$ cat src/rtl/pipeline_stall_ctrl.sv
// Hazard/stall sequencer for the 5-stage pipeline: load-use bubbles, branch squashes, dmem wait freeze + timeout.
// Optional STALL_PERF_CNT_EN adds saturating perf counters perf_lu/perf_br/perf_mw.
module pipeline_stall_ctrl #(
  parameter int ASIZE       = 5,
  parameter int MEM_TIMEOUT = 15,
  parameter int WAIT_CW     = 8
) (
  input  logic             clk,
  input  logic             rst_n,
  input  logic             idex_memread,
  input  logic [ASIZE-1:0] idex_rt,
  input  logic [ASIZE-1:0] ifid_rs,
  input  logic [ASIZE-1:0] ifid_rt,
  input  logic             ifid_uses_rt,
  input  logic             branch_taken,
  input  logic             dmem_req,
  input  logic             dmem_ready,
  output logic             pc_en,
  output logic             ifid_en,
  output logic             ifid_flush,
  output logic             idex_en,
  output logic             idex_flush,
  output logic             exmem_en,
  output logic             memwb_bubble,
`ifdef STALL_PERF_CNT_EN
  output logic [15:0]      perf_lu,
  output logic [15:0]      perf_br,
  output logic [15:0]      perf_mw,
`endif
  output logic             stall_err
);

  typedef enum logic [1:0] {RUN, MEM_WAIT, ERR} state_t;

  state_t             state_q, state_d;
  logic [WAIT_CW-1:0] wait_cnt_q, wait_cnt_d;
  logic               load_use;
  logic               freeze;
  logic               lu_evt;
  logic               br_evt;

  assign load_use = idex_memread && (idex_rt != '0) &&
                    ((idex_rt == ifid_rs) || (ifid_uses_rt && (idex_rt == ifid_rt)));

  always_comb begin
    state_d      = state_q;
    wait_cnt_d   = wait_cnt_q;
    freeze       = 1'b0;
    lu_evt       = 1'b0;
    br_evt       = 1'b0;
    pc_en        = 1'b1;
    ifid_en      = 1'b1;
    ifid_flush   = 1'b0;
    idex_en      = 1'b1;
    idex_flush   = 1'b0;
    exmem_en     = 1'b1;
    memwb_bubble = 1'b0;
    case (state_q)
      RUN: begin
        if (dmem_req && !dmem_ready) begin
          freeze     = 1'b1;
          state_d    = MEM_WAIT;
          wait_cnt_d = WAIT_CW'(1);
        end else if (branch_taken) begin
          br_evt     = 1'b1;
          ifid_flush = 1'b1;
          idex_flush = 1'b1;
        end else if (load_use) begin
          lu_evt     = 1'b1;
          pc_en      = 1'b0;
          ifid_en    = 1'b0;
          idex_flush = 1'b1;
        end
      end
      // EX is held here, so branch and load-use inputs are stale and ignored
      MEM_WAIT: begin
        if (dmem_ready) begin
          state_d    = RUN;
          wait_cnt_d = '0;
        end else begin
          freeze = 1'b1;
          if (wait_cnt_q == WAIT_CW'(MEM_TIMEOUT)) state_d = ERR;
          else wait_cnt_d = wait_cnt_q + WAIT_CW'(1);
        end
      end
      ERR:     freeze  = 1'b1;
      default: state_d = RUN;
    endcase
    if (freeze) begin
      pc_en        = 1'b0;
      ifid_en      = 1'b0;
      idex_en      = 1'b0;
      exmem_en     = 1'b0;
      memwb_bubble = 1'b1;
    end
    if (!rst_n) begin
      pc_en        = 1'b0;
      ifid_en      = 1'b0;
      ifid_flush   = 1'b0;
      idex_en      = 1'b0;
      idex_flush   = 1'b0;
      exmem_en     = 1'b0;
      memwb_bubble = 1'b0;
    end
  end

  always_ff @(posedge clk or negedge rst_n) begin
    if (!rst_n) begin
      state_q    <= RUN;
      wait_cnt_q <= '0;
      stall_err  <= 1'b0;
    end else begin
      state_q    <= state_d;
      wait_cnt_q <= wait_cnt_d;
      stall_err  <= stall_err | (state_d == ERR);
    end
  end

`ifdef STALL_PERF_CNT_EN
  logic mw_evt;
  assign mw_evt = freeze && (state_q != ERR);

  always_ff @(posedge clk or negedge rst_n) begin
    if (!rst_n) begin
      perf_lu <= '0;
      perf_br <= '0;
      perf_mw <= '0;
    end else begin
      if (lu_evt && perf_lu != 16'hFFFF) perf_lu <= perf_lu + 16'd1;
      if (br_evt && perf_br != 16'hFFFF) perf_br <= perf_br + 16'd1;
      if (mw_evt && perf_mw != 16'hFFFF) perf_mw <= perf_mw + 16'd1;
    end
  end
`endif

endmodule

$ cat config.mk
export PLATFORM = sky130hd
export DESIGN_NAME = pipeline_stall_ctrl
export DESIGN_NICKNAME = d
export VERILOG_FILES = /design/src/rtl/pipeline_stall_ctrl.sv
export SDC_FILE = /design/constraint.sdc
export NUM_CORES = 1
export LEC_CHECK = 0
export BUFFER_PORTS_ARGS = -buffer_cell sky130_fd_sc_hd__buf_2
export CAP_MARGIN = 10
export CORE_MARGIN = 8
export CORE_UTILIZATION = 51
export DETAILED_ROUTE_END_ITERATION = 6
export PLACE_DENSITY = 0.79
export SLEW_MARGIN = 20
export SYNTH_ARGS = -nofsm -noshare
export SYNTH_HDL_FRONTEND = slang
export SYNTH_SLANG_ARGS = --single-unit
$ cat constraint.sdc
create_clock -name clk -period 2.45 [get_ports clk]
set_input_delay 0.245 -clock clk [delete_from_list [all_inputs] [get_ports clk]]
set_output_delay 0.245 -clock clk [all_outputs]
set_load 0.005 [all_outputs]
==> metrics.log <==
[metrics] number of setup buffers added after CTS: 0
[metrics] kind of start point of the critical path: primary input
[metrics] Critical Setup Path Class: primary input to output pin
[metrics] syn avg cell area: ~8.9 sq um
[metrics] worst hold path stage count: 4
[metrics] unique cell type count in the Yosys netlist: 40
[metrics] type of the tightest min-delay check: primary input to flip-flop
[metrics] number of clock buffers inserted by TritonCTS: 3
[metrics] number of antenna violations at the first check in global routing: 0
[metrics] Worst Slack Setup Final: 347 ps
[metrics] Via-to-Cell Ratio: 6.01
[metrics] DR DRC count: 0
[metrics] maximum clock insertion buffer count: 2
[metrics] IO buf count: 29
[metrics] commonest cells in the netlist: 11 x sky130_fd_sc_hd__dfrtp_1, 9 x sky130_fd_sc_hd__o21ai_0, 9 x sky130_fd_sc_hd__xor2_1
[metrics] global placer's final weighted congestion: around 0.91
[metrics] result of the run: completed
[metrics] Synth async-reset ratio: 1.00
[metrics] overall track demand over capacity in global routing: 0.135
[metrics] largest area contributor in the netlist: sky130_fd_sc_hd__dfrtp_1
[metrics] worst IR drop on VDD: around 0.29 mV
[metrics] H-tree levels: 1
[metrics] Placed Cells incl. Taps: ~130
[metrics] number of gates resized after CTS: 0
[metrics] number of violations reported at the end of detailed-routing iteration 0: 37
[metrics] NumNets Final: between 100 and 150
[metrics] Peak Freq: between 400 and 500 MHz
[metrics] number of violations of the max-capacitance limit: 0
[metrics] Total Die Area: 3140 sq um
[metrics] dominant cell by count in the synthesized netlist: sky130_fd_sc_hd__dfrtp_1
[metrics] clock latency on the worst-skew pair: ~270 ps
[metrics] Antenna Violating Nets Remaining: 0
[metrics] Finished Layout Cells: 138
[metrics] number of enable-type register cells in the synthesized netlist: 0
[metrics] maximum number of pins on one net before global-route repair: 15
[metrics] area inside the core boundary: 1510 sq um
[metrics] synthesized net count: between 100 and 150
[metrics] layout-stage area growth over the synthesis result: 21.1%
[metrics] half-perimeter wire length after placement: ~1700 microns
[metrics] residual overflow from global routing: 0
[metrics] Post-Syn Instances: 92
[metrics] worst slew pin tran: about 520 ps
[metrics] RSZ-0062 raised after global routing: no
[metrics] Fin Clk Skew: 7.31 ps
[metrics] clock tree root driver cell: sky130_fd_sc_hd__clkbuf_4
[metrics] number of buffers inserted by hold repair at cts: 1
[metrics] Final Hold Fails: 0
[metrics] wire per inst: about 15 microns
[metrics] wire length of the first global-routing pass: roughly 3600 microns
[metrics] Yosys top cell area share: 0.336
[metrics] worst slew margin relative to its limit: 0.650
[metrics] number of pins with negative max-slew slack in the final report: 0
[metrics] number of sinks driven by the clock tree: 11
[metrics] share of layout cells above drive strength 1: 0.320
[metrics] final core utilization: 0.658
[metrics] Die H: about 56 microns
[metrics] synthesized area: 818 sq um
[metrics] clock tree from TritonCTS: yes
[metrics] total power density per cell area: approximately 420 nW/um^2
[metrics] Period minus WS final: about 2100 ps
[metrics] endpoint kind of the worst setup timing path: output pin
[metrics] diode insertion count for antenna repair: 0
[metrics] sequential element share of the synthesized area: 0.336
[metrics] Warnings, synthesis: 0
[metrics] via count of the first global-routing pass: ~870
[metrics] synthesis-stage register bit count: 11
[metrics] final count of negative-setup-slack endpoints: 0
[metrics] DIE WIDTH: 56.1 microns
[metrics] top post-synthesis cells by area: sky130_fd_sc_hd__dfrtp_1 34%, sky130_fd_sc_hd__xor2_1 9.6%, sky130_fd_sc_hd__o21ai_0 5.5%
[metrics] critical path arrival: between 1500 and 2000 ps
[metrics] via count: between 800 and 900
[metrics] detailed-route wire length: roughly 2100 microns
[metrics] initial core utilization: 0.543
[metrics] filler instances: 137
[metrics] clock edge transition at the registers on the reported setup and hold paths: ~80 ps
[metrics] row cnt: 14
[metrics] sum of negative setup slack: 0 ps
[metrics] required time of the critical path: approximately 2200 ps
[metrics] first-pass detailed-route iteration total: 4
[metrics] worst-path fanout max: 14
[metrics] Post-Place Setup Slack: approximately 700 ps
[metrics] leading register cell type out of synthesis: sky130_fd_sc_hd__dfrtp_1
[metrics] share of the clock period used by the worst path after layout: 0.858
[metrics] length in cells of the worst reg-to-reg path: 5
[metrics] number of I/O pins: 30
[metrics] P_leak: 0.459 nW
-- placed cells by master, fill, tap and decap left out, types with 2 or more instances in the layout --
master                     netlist  layout
sky130_fd_sc_hd__a31oi_1         2       2
sky130_fd_sc_hd__and2_1          2       2
sky130_fd_sc_hd__and3_1          3       3
sky130_fd_sc_hd__buf_2           0      29
sky130_fd_sc_hd__clkbuf_4        0       3
sky130_fd_sc_hd__dfrtp_1        11      11
sky130_fd_sc_hd__inv_1           2       2
sky130_fd_sc_hd__nand2_1         7       7
sky130_fd_sc_hd__nand2b_1        3       3
sky130_fd_sc_hd__nand3_1         3       3
sky130_fd_sc_hd__nor2_1          4       4
sky130_fd_sc_hd__nor3_1          2       2
sky130_fd_sc_hd__nor4_1          2       2
sky130_fd_sc_hd__o211ai_1        2       2
sky130_fd_sc_hd__o21a_1          2       2
sky130_fd_sc_hd__o21ai_0         9       9
sky130_fd_sc_hd__o31ai_1         3       3
sky130_fd_sc_hd__or4_1           2       2
sky130_fd_sc_hd__xor2_1          9       9
-- power breakdown --
group,switching (mW),leakage [nW],internal [mW]
combinational,0.0471,0.298,0.0455
clock,0.0668,0.0177,0.0605
sequential,0.0103,0.143,0.189
-- critical path: stages --
cell and delay (ps):
sky130_fd_sc_hd__dlygate4sd3_1 520, sky130_fd_sc_hd__buf_2 280, sky130_fd_sc_hd__nor4b_1 380, sky130_fd_sc_hd__and2_1 210, sky130_fd_sc_hd__o21bai_1 100, sky130_fd_sc_hd__buf_2 120
-- metal layers --
layer | vias to the layer above | share of wire | GRT usage
li1 | 402 | - | -
met1 | 395 | 0.39 | 0.139
met2 | 30 | 0.53 | 0.255
met3 | 2 | 0.068 | 0.0411
met4 | 0 | 0.0033 | 0.0344
met5 | - | 0 | 0
-- flip-flops by register name, indices dropped and copies added (netlist names) --
name        cells
wait_cnt_q      8
state_q         2
stall_err       1
-- cell type report --
cell class,count,area (sq um),share of cell area
multi-input cells,75,505,0.510
flip-flops and latches,11,275,0.278
repair buffers,30,155,0.157
clock buffers,3,22.5,0.0227
well taps,16,20.0,0.0202
inverters,2,7.51,0.00758
clock inverters,1,5.00,0.00505
-- path summary, 6_finish.rpt --
check	from	end	slack (ps)
setup / recovery	rst_n	idex_flush	350
hold / removal	dmem_ready	wait_cnt_q[5]$_DFFE_PN0P_	340
setup reg to reg	wait_cnt_q[0]$_DFFE_PN0P_	wait_cnt_q[3]$_DFFE_PN0P_	690
hold reg to reg	stall_err$_DFF_PN0_	stall_err$_DFF_PN0_	480
max in group asynchronous	rst_n	stall_err$_DFF_PN0_	1840
min in group asynchronous	rst_n	wait_cnt_q[7]$_DFFE_PN0P_	370
-- stage by stage --
stage	total power, mW	hold WS (ps)	cell area [sq um]
finish	0.419	340	991
global route	0.442	379	991
CTS	0.423	333	991
detailed placement	0.294	142	953
global placement	0.289	138	953
floorplan	0.255	-50.6	818
-- cells by family after synthesis --
logic type / Yosys count / share of synthesized area
simple gates: 37 / 0.275
compound gates: 26 / 0.206
flops: 11 / 0.336
xor+xnor: 10 / 0.107
buf+inv: 6 / 0.0459
mux: 1 / 0.0138
fa+ha+maj: 1 / 0.0153
No activity file was read; power rests on OpenSTA's default activity.
